`src/rtl/gobang_pkg.sv`:
```
// Shared constants, FSM state encoding and cursor-direction priority for the GoBang input front end.
package gobang_pkg;

  localparam int BOARD_DIM = 16;
  localparam int COORD_W   = 4;

  // Raw key bit positions inside the five-key vector.
  localparam int K_UP    = 0;
  localparam int K_DOWN  = 1;
  localparam int K_LEFT  = 2;
  localparam int K_RIGHT = 3;
  localparam int K_PUT   = 4;

  typedef enum logic [2:0] {
    IDLE,
    CHOICE,
    PUT,
    TURN,
    RELEASE
  } state_t;

  typedef enum logic [2:0] {
    DIR_NONE,
    DIR_UP,
    DIR_DOWN,
    DIR_LEFT,
    DIR_RIGHT
  } dir_t;

  // Only one move per cycle: up > down > left > right.
  function automatic dir_t pick_dir(input logic up, input logic down,
                                    input logic left, input logic right);
    if (up)         return DIR_UP;
    else if (down)  return DIR_DOWN;
    else if (left)  return DIR_LEFT;
    else if (right) return DIR_RIGHT;
    else            return DIR_NONE;
  endfunction

endpackage

```
`src/rtl/gobang_input_control_if.sv`:
```
// Key inputs, datapath strobes and FSM debug state of the GoBang input controller.
// Handshake: strobes are level outputs decoded from registered state; no ready/valid backpressure exists.
interface gobang_input_control_if;
  import gobang_pkg::*;

  logic       key_up;
  logic       key_down;
  logic       key_left;
  logic       key_right;
  logic       key_put;
  logic       game_over;
  logic [7:0] coordi;
  logic       put;
  logic       change_able_read;
  logic       turn_control;
  logic       busy;
  state_t     state;

  modport master (
    output key_up, key_down, key_left, key_right, key_put, game_over,
    input  coordi, put, change_able_read, turn_control, busy, state
  );

  modport slave (
    input  key_up, key_down, key_left, key_right, key_put, game_over,
    output coordi, put, change_able_read, turn_control, busy, state
  );

endinterface

```
`src/rtl/key_debounce.sv`:
```
// One pushbutton: 2-flop synchronizer, stability counter, debounced level and registered rise pulse.
module key_debounce #(
  parameter int DEBOUNCE_CYCLES = 250000
) (
  input  logic clock,
  input  logic reset,
  input  logic raw,
  output logic level,
  output logic rise
);

  localparam int CW = $clog2(DEBOUNCE_CYCLES);
  localparam logic [CW-1:0] LAST = CW'(DEBOUNCE_CYCLES - 1);

  logic          sync1;
  logic          sync2;
  logic [CW-1:0] cnt;

  always_ff @(posedge clock) begin
    if (reset) begin
      sync1 <= 1'b0;
      sync2 <= 1'b0;
      cnt   <= '0;
      level <= 1'b0;
      rise  <= 1'b0;
    end else begin
      sync1 <= raw;
      sync2 <= sync1;
      rise  <= 1'b0;
      // Any sample agreeing with the current level restarts the stability count.
      if (sync2 == level) begin
        cnt <= '0;
      end else if (cnt == LAST) begin
        level <= sync2;
        rise  <= sync2;
        cnt   <= '0;
      end else begin
        cnt <= cnt + CW'(1);
      end
    end
  end

endmodule

```
`src/rtl/gobang_input_control.sv`:
```
// GoBang input controller: debounced cursor movement and the choice/put/turn placement sequence.
// Define GOBANG_CURSOR_WRAP_EN to make the cursor wrap modulo 16 instead of saturating.
module gobang_input_control
  import gobang_pkg::*;
#(
  parameter int DEBOUNCE_CYCLES = 250000,
  parameter int PUT_CYCLES      = 2,
  parameter int RESET_ROW       = 7,
  parameter int RESET_COL       = 7
) (
  input logic                   clock,
  input logic                   reset,
  gobang_input_control_if.slave bus
);

  logic [4:0]         raw;
  logic [4:0]         level;
  logic [4:0]         rise;
  logic               unused_levels;
  state_t             state;
  state_t             state_next;
  logic [3:0]         put_cnt;
  logic [COORD_W-1:0] row;
  logic [COORD_W-1:0] col;
  logic               start;

  assign raw = {bus.key_put, bus.key_right, bus.key_left, bus.key_down, bus.key_up};
  assign unused_levels = ^level[3:0];

  for (genvar i = 0; i < 5; i++) begin : g_key
    key_debounce #(.DEBOUNCE_CYCLES(DEBOUNCE_CYCLES)) u_key (
      .clock (clock),
      .reset (reset),
      .raw   (raw[i]),
      .level (level[i]),
      .rise  (rise[i])
    );
  end

  function automatic logic [COORD_W-1:0] step(input logic [COORD_W-1:0] c, input logic inc);
`ifdef GOBANG_CURSOR_WRAP_EN
    return inc ? c + COORD_W'(1) : c - COORD_W'(1);
`else
    if (inc) return (c == COORD_W'(BOARD_DIM - 1)) ? c : c + COORD_W'(1);
    return (c == '0) ? c : c - COORD_W'(1);
`endif
  endfunction

  assign start = rise[K_PUT] && !bus.game_over;

  always_ff @(posedge clock) begin
    if (reset) begin
      state   <= IDLE;
      put_cnt <= '0;
      row     <= COORD_W'(RESET_ROW);
      col     <= COORD_W'(RESET_COL);
    end else begin
      state <= state_next;
      if (state == PUT) put_cnt <= put_cnt + 4'd1;
      else              put_cnt <= '0;
      // A starting placement wins over a same-cycle move; moves are never queued.
      if (state == IDLE && !start) begin
        case (pick_dir(rise[K_UP], rise[K_DOWN], rise[K_LEFT], rise[K_RIGHT]))
          DIR_UP:    row <= step(row, 1'b0);
          DIR_DOWN:  row <= step(row, 1'b1);
          DIR_LEFT:  col <= step(col, 1'b0);
          DIR_RIGHT: col <= step(col, 1'b1);
          default:   ;
        endcase
      end
    end
  end

  always_comb begin
    state_next = state;
    case (state)
      IDLE:    if (start) state_next = CHOICE;
      CHOICE:  state_next = PUT;
      PUT:     if (put_cnt == 4'(PUT_CYCLES - 1)) state_next = TURN;
      TURN:    state_next = RELEASE;
      RELEASE: if (!level[K_PUT]) state_next = IDLE;
      default: state_next = IDLE;
    endcase
  end

  assign bus.coordi           = {row, col};
  assign bus.change_able_read = (state == CHOICE);
  assign bus.put              = (state == PUT);
  assign bus.turn_control     = (state == TURN);
  assign bus.busy             = (state != IDLE);
  assign bus.state            = state;

endmodule

```
`src/flat_wrapper.sv`:
```
// flat-port wrapper written by rule: the top's interface ports become plain ports
module gobang_input_control_flat import gobang_pkg::*;
#(
  parameter int DEBOUNCE_CYCLES = 250000,
  parameter int PUT_CYCLES      = 2,
  parameter int RESET_ROW       = 7,
  parameter int RESET_COL       = 7
)
  (clock, reset, bus_key_up, bus_key_down, bus_key_left, bus_key_right, bus_key_put, bus_game_over, bus_coordi, bus_put, bus_change_able_read, bus_turn_control, bus_busy, bus_state);
  gobang_input_control_if bus_i ();
  input logic clock;
  input logic reset;
  input wire logic [$bits(bus_i.key_up)-1:0] bus_key_up;
  input wire logic [$bits(bus_i.key_down)-1:0] bus_key_down;
  input wire logic [$bits(bus_i.key_left)-1:0] bus_key_left;
  input wire logic [$bits(bus_i.key_right)-1:0] bus_key_right;
  input wire logic [$bits(bus_i.key_put)-1:0] bus_key_put;
  input wire logic [$bits(bus_i.game_over)-1:0] bus_game_over;
  output wire logic [$bits(bus_i.coordi)-1:0] bus_coordi;
  output wire logic [$bits(bus_i.put)-1:0] bus_put;
  output wire logic [$bits(bus_i.change_able_read)-1:0] bus_change_able_read;
  output wire logic [$bits(bus_i.turn_control)-1:0] bus_turn_control;
  output wire logic [$bits(bus_i.busy)-1:0] bus_busy;
  output wire logic [$bits(bus_i.state)-1:0] bus_state;
  assign bus_i.key_up = bus_key_up;
  assign bus_i.key_down = bus_key_down;
  assign bus_i.key_left = bus_key_left;
  assign bus_i.key_right = bus_key_right;
  assign bus_i.key_put = bus_key_put;
  assign bus_i.game_over = bus_game_over;
  assign bus_coordi = bus_i.coordi;
  assign bus_put = bus_i.put;
  assign bus_change_able_read = bus_i.change_able_read;
  assign bus_turn_control = bus_i.turn_control;
  assign bus_busy = bus_i.busy;
  assign bus_state = bus_i.state;
  gobang_input_control #(.DEBOUNCE_CYCLES(DEBOUNCE_CYCLES), .PUT_CYCLES(PUT_CYCLES), .RESET_ROW(RESET_ROW), .RESET_COL(RESET_COL)) u_core (.clock(clock), .reset(reset), .bus(bus_i));
endmodule
```
`config.mk`:
```
export PLATFORM = sky130hd
export DESIGN_NAME = gobang_input_control_flat
export DESIGN_NICKNAME = d
export VERILOG_FILES = /design/src/rtl/gobang_pkg.sv /design/src/rtl/gobang_input_control_if.sv /design/src/rtl/key_debounce.sv /design/src/rtl/gobang_input_control.sv /design/src/flat_wrapper.sv
export SDC_FILE = /design/constraint.sdc
export NUM_CORES = 1
export LEC_CHECK = 0
export CAP_MARGIN = 20
export CORE_ASPECT_RATIO = 1.1
export CORE_MARGIN = 4
export CORE_UTILIZATION = 44
export DETAILED_ROUTE_END_ITERATION = 7
export GPL_TIMING_DRIVEN = 0
export PLACE_DENSITY_LB_ADDON = 0.1
export SLEW_MARGIN = 25
export SYNTH_ARGS = -nofsm -noshare
export SYNTH_HDL_FRONTEND = slang
export SYNTH_SLANG_ARGS = --single-unit
```
`constraint.sdc`:
```
create_clock -name clock -period 3.8 [get_ports clock]
set_input_delay 0.76 -clock clock [delete_from_list [all_inputs] [get_ports clock]]
set_output_delay 0.76 -clock clock [all_outputs]
set_load 0.1 [all_outputs]
```
# Word-level counts from Yosys, hierarchy flattened
# Cells that the tools add are included.
dict set report totals {
  in_bits 8
  output_inout_bits 15
  regBits 125
  wordCells 129
}
dict set report classes {
  eq_ne 26
  n_reduce_logical 29
  bitwise_logic 11
  addsub 10
  mux 24
}
# op n
set ops {}
lappend ops {{adder 18 x 1 -> 18 bit, second input constant} 5}
lappend ops {{equality test 18 bit, second input constant} 5}
lappend ops {{OR reduction 3 bit} 10}
lappend ops {{two-way mux 3 bit} 9}
lappend ops {{two-way mux 4 bit} 6}
lappend ops {{one-hot mux 4 bit (2 select lines)} 2}
lappend ops {{one-hot mux 3 bit (5 select lines)} 1}
lappend ops {{adder 4 x 1 -> 4 bit, second input constant} 3}
lappend ops {{equality test 3 x 2 -> 1 bit, second input constant} 4}
lappend ops {{NOT 1 bit} 11}
lappend ops {{AND reduction 2 bit} 5}
lappend ops {{AND reduction 3 bit} 3}
lappend ops {{equality test 4 bit, second input constant} 2}
lappend ops {{logical NOT 4 bit} 2}
lappend ops {{subtractor 4 x 1 -> 4 bit, second input constant} 2}
lappend ops {{equality test 3 x 1 -> 1 bit, second input constant} 2}
lappend ops {{equality test 3 bit, second input constant} 2}
lappend ops {{two-way mux 1 bit} 6}
lappend ops {{inequality test 3 bit, second input constant} 2}
lappend ops {{equality test 1 bit} 5}
lappend ops {{equality test 4 x 1 -> 1 bit, second input constant} 1}
lappend ops {{inequality test 2 x 1 -> 1 bit, second input constant} 2}
lappend ops {{nonzero test 2 bit} 2}
lappend ops {{logical NOT 3 bit} 1}
lappend ops {{5 further kinds} 7}

# Longest topological paths before layout
# Gate-level depths: netlist of the first run.
dict set report depth {
  depth_word 12
  ltp_mapped 7
  ltp_nobuf 6
}

# Hierarchy
# Synthesis of the first run repeated with hierarchy kept, for this count alone.
dict set report unflattened {
  hier_cells 627
  area_unflattened_um2 5744.3
}
# mod seq_area_each_um2 instances area_per_inst_um2 cells_per_inst
set by_module_without_submodules {}
lappend by_module_without_submodules {{key_debounce (u_core.g_key[0].u_key ...)} 440.4 4 965.9 106}
lappend by_module_without_submodules {{key_debounce (u_core.g_key[4].u_key)} 440.4 1 1006.0 108}
lappend by_module_without_submodules {gobang_input_control 300.3 1 874.6 95}

# Worst setup path before layout of the first run
# Ideal clock, no wire load.
dict set report synth_timing {
  path_type {reg2out}
  startpoint {register u_core.state[0] (netlist: u_core.bus.state[0])}
  endpoint {output bus_change_able_read}
  stages_incl_launch_ff 2
  required_ns 3.040
  setup_slack_ns -0.304
  arrival_ns 3.344
  path_buffers 0
  cell_sequence {dfxtp_1 > nor3b_1}
}
dict set report synth_between {
  elab_chain_cells 1
}
# element line_no
set synth_lines {}
lappend synth_lines {{from (decl)} gobang_input_control.sv:20} ;# state_t state;
lappend synth_lines {{from (signal assigned)} gobang_input_control.sv:58} ;# state <= state_next;
lappend synth_lines {{equality test 3 x 1 -> 1 bit} gobang_input_control.sv:87} ;# assign bus.change_able_read = (state == CHOICE);
lappend synth_lines {{to (decl)} flat_wrapper.sv:21} ;# output wire logic [$bits(bus_i.change_able_read)-1:0] bus_change_able_read;
# No other way between the ends.

# Worst setup path in the final report of the first run
dict set report layout_timing {
  startpoint {register u_core.state[1] (netlist: u_core.bus.state[1])}
  endpoint {output bus_busy}
}
dict set report layout_between {
  elab_chain_cells 1
}
# element line_no
set layout_lines {}
lappend layout_lines {{nonzero test 3 bit} gobang_input_control.sv:90} ;# assign bus.busy = (state != IDLE);
lappend layout_lines {{to (decl)} flat_wrapper.sv:23} ;# output wire logic [$bits(bus_i.busy)-1:0] bus_busy;
# No other way between the ends.

==> metrics.cfg, run 1 <==
[synth]
synthesis.instances=640
synth-seq-cells=125
async_flop_share_pct=0
yosys_warnings=0
synth_flop_cell=dfxtp_1
synth-edff-count=0
syn_nets=661
synth_top_area_cell=dfxtp_1
synthAdderAreaFrac_pct=3.15
ys_types=47
yosys.area_share.xor_xnor_pct=9.79
synth_top_family_by_area=simple AND/OR/NAND/NOR gates
synth_top_area_share_pct=44.4
synth_compound_area_share_pct=9.66
synthTopCellsByArea=dfxtp_1 (44%), nor2_1 (5.5%), xor2_1 (5.1%)
yosys.area_share.simple_pct=30.3
synth_area_per_cell_um2=8.81
ys_seq_area_share_pct=44.4
synth_area_um2=5640
synthMuxAreaShare_pct=0.400

[placement]
post-dp-hpwl_um=8070
port_buffers=22
place.gp.congestion=0.840

[drt]
met3WireLength_um=378
postRouteAntennaNets=0
dr_total_vias=4665
wl_met2_um=5520
dr.pass1.iters=5
routed_wl_um=11500
route.detailed.wl_per_inst_um=13.5
drt_iter0_markers=254
drc_errors=0
via_per_inst=5.48
routedLengthMet1_um=5390
topRoutingLayerUsed=met4

[cts]
clkSinkCount=125
worstSkewPairLatency_ns=0.41
ctsHoldBuffers=0
cts_buffers=17
htreeDepth=4
cts_resized=0
cts_tree=yes
max-clock-path-buffers=2
postCtsSetupRepairBufs=0
cts.clk_slew.worst_paths_ns=0.06
clockRootBuffer=clkbuf_16

[layout]
antennaDiodeCount=0
utilization_pct=53.5
syn_to_final_growth_pct=19.5
layout_commonest_cell=dfxtp_1
mostFrequentLayoutCells=dfxtp_1 (125), nor2_1 (82), nand3_1 (46)
drive_above_1_share_pct=6.77
fill_cells=1204
final_nets=702

[power]
combPwrFrac_pct=3.3
sw_frac_of_total_pct=20.1
p_leak_uw=0.00216
power.internal_uw=2600
p_clk_share_pct=55.9
p_per_area_nw_per_um2=483
pwr-share-seq_pct=40.8
max-vdd-ir-drop_mv=0.341
switchingPower_uw=653

[run_status]
outcome=completed

[critical_path]
critical_path_class=reg -> out
reg2reg_depth=6
slowest_delay_ns=1.14
arrival_ns=2.32
crit_path_start=u_core.bus.state[1]$_SDFFE_PP0P_
cp_top_family=buffers and inverters
slowest_stage=clkdlybuf4s50_1
crit_path_end_kind=output pin
cp-start-kind=register
path_buf_inv=2
required_ns=3.04
r2r-end=u_core.col[3]$_SDFFE_PP0P_
timing.rr.start=u_core.g_key[2].u_key.rise$_SDFF_PP0_
cp_max_fo=8
path_cells=or3_1, buf_2, clkdlybuf4s50_1
rrSetupSlack_ns=1.21

[timing]
slew_viol_final=0
hold_violations=0
layout_min_cycle_time_ns=3.08
period_share_pct=81.1
setup_violations=0
slew_headroom_pct=32.8
rsz0062_at_grt=no
worst_pin_slew_ns=1.01
tns_ns=0
max_freq_mhz=324
fin_worst_skew_ns=0.00683

[flow_run]
drv_cap=0

[floorplanning]
core_area_um2=12600
die_h_um=127
die_w_um=116
initial_core_util_pct=44.8
ioPinCount=23
die-area_um2=14700
rows=43

[global_routing]
grt_antenna_before_repair=0
grt_usage_pct=17.0
grt_max_degree=17
grt_pass1_wl_um=20400
overflow=0
grt_pass1_vias=4584

[worst_hold_path]
holdPathStages=1
hp-start=u_core.g_key[0].u_key.sync1$_SDFF_PP0_
hold_path.class=reg -> reg
min_to=u_core.g_key[0].u_key.sync2$_SDFF_PP0_

-- metrics by stage --
stage               worst slack [ns]  std cells  total power [uW]  hold slack (ns)  cell area [um2]
finish                         0.717        851              3250            0.438             6730
global route                   0.620        851              3360            0.461             6730
CTS                            0.691        851              3290            0.443             6730
detailed placement             0.801        819              1460            0.428             6060
global placement               0.845        819              1460            0.421             6060
floorplan                      0.673        640              1430            0.413             5640
-- cell families (layout without fill, tap and decap cells) --
kind of cell / count (synthesis) / in the layout
AOI/OAI and AO/OA: 89 / 89
xor gates and xnor gates: 63 / 63
adders and majority gates: 13 / 13
buffers and inverters: 33 / 87
DFF: 125 / 125
muxes: 2 / 2
and+or+nand+nor: 315 / 315
-- cell usage after synthesis, types with 2 or more instances --
| cell | instances |
|---|---|
| dfxtp_1 | 125 |
| nor2_1 | 82 |
| nand3_1 | 46 |
| a21oi_1 | 34 |
| xor2_1 | 33 |
| nand2_1 | 31 |
| xnor2_1 | 30 |
| nand4_1 | 28 |
| or3_1 | 24 |
| o21ai_0 | 23 |
| nor3_1 | 15 |
| clkbuf_1 | 14 |
| inv_1 | 14 |
| and3_1 | 13 |
| nor2b_1 | 13 |
| or4_1 | 12 |
| and4_1 | 11 |
| ha_1 | 11 |
| o31ai_1 | 11 |
| nor4b_1 | 10 |
| nor4_1 | 9 |
| and2_1 | 7 |
| o21a_1 | 5 |
| a21o_1 | 4 |
| buf_2 | 4 |
| nand2b_1 | 3 |
| o21ai_1 | 3 |
| a31oi_1 | 2 |
| fa_1 | 2 |
| nor3b_1 | 2 |
| nor4bb_1 | 2 |
| o311ai_0 | 2 |
-- power groups by stage --
stage                     clock (uW)  combinational (uW)  sequential (uW)
after floorplan                    0                64.3             1370
after global placement             0                 108             1350
after detailed placement           0                 108             1360
after CTS                       1860                 109             1330
after global routing            1920                 116             1330
final                           1820                 107             1330
-- sequential cells by signal (all words and copies together), names as in the netlist --
register,cells
u_core.row,4
u_core.g_key.u_key.level,5
u_core.put_cnt,4
u_core.col,4
u_core.bus.state,3
u_core.g_key.u_key.rise,5
u_core.g_key.u_key.sync1,5
u_core.g_key.u_key.cnt,90
u_core.g_key.u_key.sync2,5
-- worst max path at each step --
stage,endpoint,slack (ns),depth (start not counted)
3_3_place_gp,u_core.g_key[4].u_key.cnt[6]$_SDFF_PP0_,0.85,6
4_1_cts,bus_busy,0.69,3
3_5_place_dp,u_core.g_key[1].u_key.cnt[6]$_SDFF_PP0_,0.80,6
6_report,bus_busy,0.72,3
5_1_grt,bus_busy,0.62,3
2_1_floorplan,bus_change_able_read,0.67,1
-- area by class of cell --
class,count,area (um2),share of cell area (%)
inverter,14,52.6,0.780
clock inverter,10,183,2.71
sequential,125,2500,37.2
timing repair buffer,22,220,3.27
multi-input combinational,482,3010,44.7
buffer,19,76.3,1.13
tap,157,196,2.92
clock buffer,22,494,7.34
-- per-layer routing --
layer	global-route usage [%]	up-vias
li1	-	2390
met1	21.2	2204
met2	28.0	54
met3	4.25	17
met4	6.48	0
met5	0	-
(Power assumes the default switching activity.)
==> run 2, diff against run 1 <==
clock period = 2.9 ns   (was 3.8 ns; I/O delays follow)
==> metrics.cfg, run 2 (synthesis results as in run 1) <==
[run_status]
outcome=completed

[floorplanning]
rows=43  ; unchanged
initial_core_util_pct=44.8  ; unchanged
die_w_um=116  ; unchanged
ioPinCount=23  ; unchanged
core_area_um2=12600  ; unchanged
die_h_um=127  ; unchanged
die-area_um2=14700  ; unchanged

[drt]
dr.pass1.iters=6  ; +1
via_per_inst=5.41  ; -1.3%
routed_wl_um=11500  ; about the same
drc_errors=0  ; unchanged
postRouteAntennaNets=0  ; unchanged
drt_iter0_markers=191  ; -25%
dr_total_vias=4606  ; -1.3%
route.detailed.wl_per_inst_um=13.5  ; about the same

[cts]
postCtsSetupRepairBufs=0  ; unchanged
cts_buffers=17  ; unchanged
cts.clk_slew.worst_paths_ns=0.06  ; about the same
cts_tree=yes
worstSkewPairLatency_ns=0.41  ; about the same
clkSinkCount=125  ; unchanged
max-clock-path-buffers=2  ; unchanged
htreeDepth=4  ; unchanged
clockRootBuffer=clkbuf_16

[power]
p_per_area_nw_per_um2=624  ; +29%
p_leak_uw=0.00218  ; +0.70%
max-vdd-ir-drop_mv=0.435  ; +27%

[layout]
antennaDiodeCount=0  ; unchanged
seq_area_um2=2500  ; unchanged
final_nets=702  ; unchanged
syn_to_final_growth_pct=19.3
drive_above_1_share_pct=6.77  ; unchanged
largest_register=u_core.g_key.u_key.cnt
multi_input_comb_area_um2=3020  ; +0.21%
mostFrequentLayoutCells=dfxtp_1 (125), nor2_1 (82), nand3_1 (46)
fill_cells=1187  ; -1.4%
layout_commonest_cell=dfxtp_1
largest_reg_flops=90  ; unchanged

[timing]
layout_min_cycle_time_ns=2.78
worst_pin_slew_ns=1.01  ; +0.00604 ns
period_share_pct=95.9
slew_headroom_pct=32.4  ; -0.40 points
fin_worst_skew_ns=0.00560  ; -0.00124 ns
hold_violations=0  ; unchanged
rsz0062_at_grt=no
slew_viol_final=0  ; unchanged
max_freq_mhz=360
tns_ns=0  ; unchanged
setup_violations=0  ; unchanged
setup_ws_ns=0.120  ; -0.597 ns

[worst_hold_path]
holdPathStages=1  ; unchanged
hp-start=u_core.g_key[4].u_key.sync1$_SDFF_PP0_
hold_path.class=reg -> reg
min_to=u_core.g_key[4].u_key.sync2$_SDFF_PP0_

[critical_path]
critical_path_class=reg -> out
required_ns=2.32  ; -0.72 ns
rrSetupSlack_ns=0.27  ; -0.94 ns
timing.rr.start=u_core.g_key[2].u_key.rise$_SDFF_PP0_
r2r-end=u_core.col[3]$_SDFFE_PP0P_
reg2reg_depth=6  ; unchanged
cp-start-kind=register
cp_max_fo=6  ; -2
crit_path_end_kind=output pin
arrival_ns=2.20  ; -0.12 ns

[global_routing]
overflow=0  ; unchanged
grt_max_degree=17  ; unchanged
grt_antenna_before_repair=0  ; unchanged
grt_pass1_wl_um=20300  ; -0.51%
grt_pass1_vias=4483  ; -2.2%
grt_usage_pct=16.9  ; about the same

[placement]
post-dp-hpwl_um=8140  ; +0.86%
dp_slack_ns=0.123  ; -0.678 ns
place.gp.congestion=0.842  ; +0.26%
port_buffers=22  ; unchanged

[flow_run]
drv_cap=0  ; unchanged

-- run 2: cell count changes in the layout (fill, tap and decap cells not counted), sizes merged --
| cell | previous run | this run |
|---|---|---|
| dlygate4sd2 | 0 | 1 |
| clkinvlp | 3 | 6 |
| dlymetal6s2s | 0 | 2 |
| clkinv | 2 | 3 |
| clkdlybuf4s50 | 22 | 19 |
| clkbuf | 36 | 32 |
-- run 2: worst max-delay path, stage by stage, from the launching register on --
cell             delay, ns
dfxtp_1               0.40
nor3b_4               0.23
clkdlybuf4s50_1       1.16
-- run 2: layout make-up --
| class | count | area share [%] |
|---|---|---|
| repair buffers | 22 | 3.33 |
| inverters | 14 | 0.782 |
| well taps | 157 | 2.92 |
| clock buffers | 18 | 6.53 |
| plain buffers | 19 | 1.14 |
| clock inverters | 14 | 3.24 |
| multi-input cells | 482 | 44.8 |
| flip-flops and latches | 125 | 37.2 |
-- run 2: power breakdown --
part	internal, uW	leakage, uW	switching [uW]	total, uW
logic	41.4	0.000867	97.3	139
registers	1730	0.00101	9.45	1740
clock network	1550	0.000300	773	2320
-- run 2: worst max-delay path by stage --
| stage | startpoint | endpoint | slack, ns |
|---|---|---|---|
| after floorplan | u_core.bus.state[1]$_SDFFE_PP0P_ | u_core.col[3]$_SDFFE_PP0P_ | 0.18 |
| after global placement | reset | u_core.g_key[4].u_key.cnt[9]$_SDFF_PP0_ | 0.14 |
| after detailed placement | reset | u_core.g_key[1].u_key.cnt[10]$_SDFF_PP0_ | 0.12 |
| after CTS | u_core.bus.state[1]$_SDFFE_PP0P_ | bus_turn_control | 0.01 |
| after global routing | u_core.bus.state[1]$_SDFFE_PP0P_ | bus_change_able_read | 0.04 |
| final | u_core.bus.state[0]$_SDFFE_PP0P_ | bus_change_able_read | 0.12 |
-- run 2: repair_timing --
action	CTS	global route
setup endpoints to repair	1	2
hold buffers	0	0
resized for setup	1	2
-- run 2: metrics by stage --
step	hold slack, ns	utilization, %	power [uW]	cell area [um2]	cells
after floorplan	0.413	-	1880	5650	640
after global placement	0.422	48.2	1920	6060	819
after detailed placement	0.424	48.2	1920	6060	819
after CTS	0.433	53.4	4250	6720	851
after global routing	0.447	53.4	4350	6720	851
final	0.433	53.4	4200	6720	851
-- run 2: per-layer routing --
layer | track usage, % | up-vias | wire length, um
met1 | 21.5 | 2144 | 5540
li1 | - | 2388 | -
met4 | 6.69 | 0 | 215
met5 | 0 | - | 0
met2 | 27.4 | 55 | 5420
met3 | 4.44 | 19 | 337
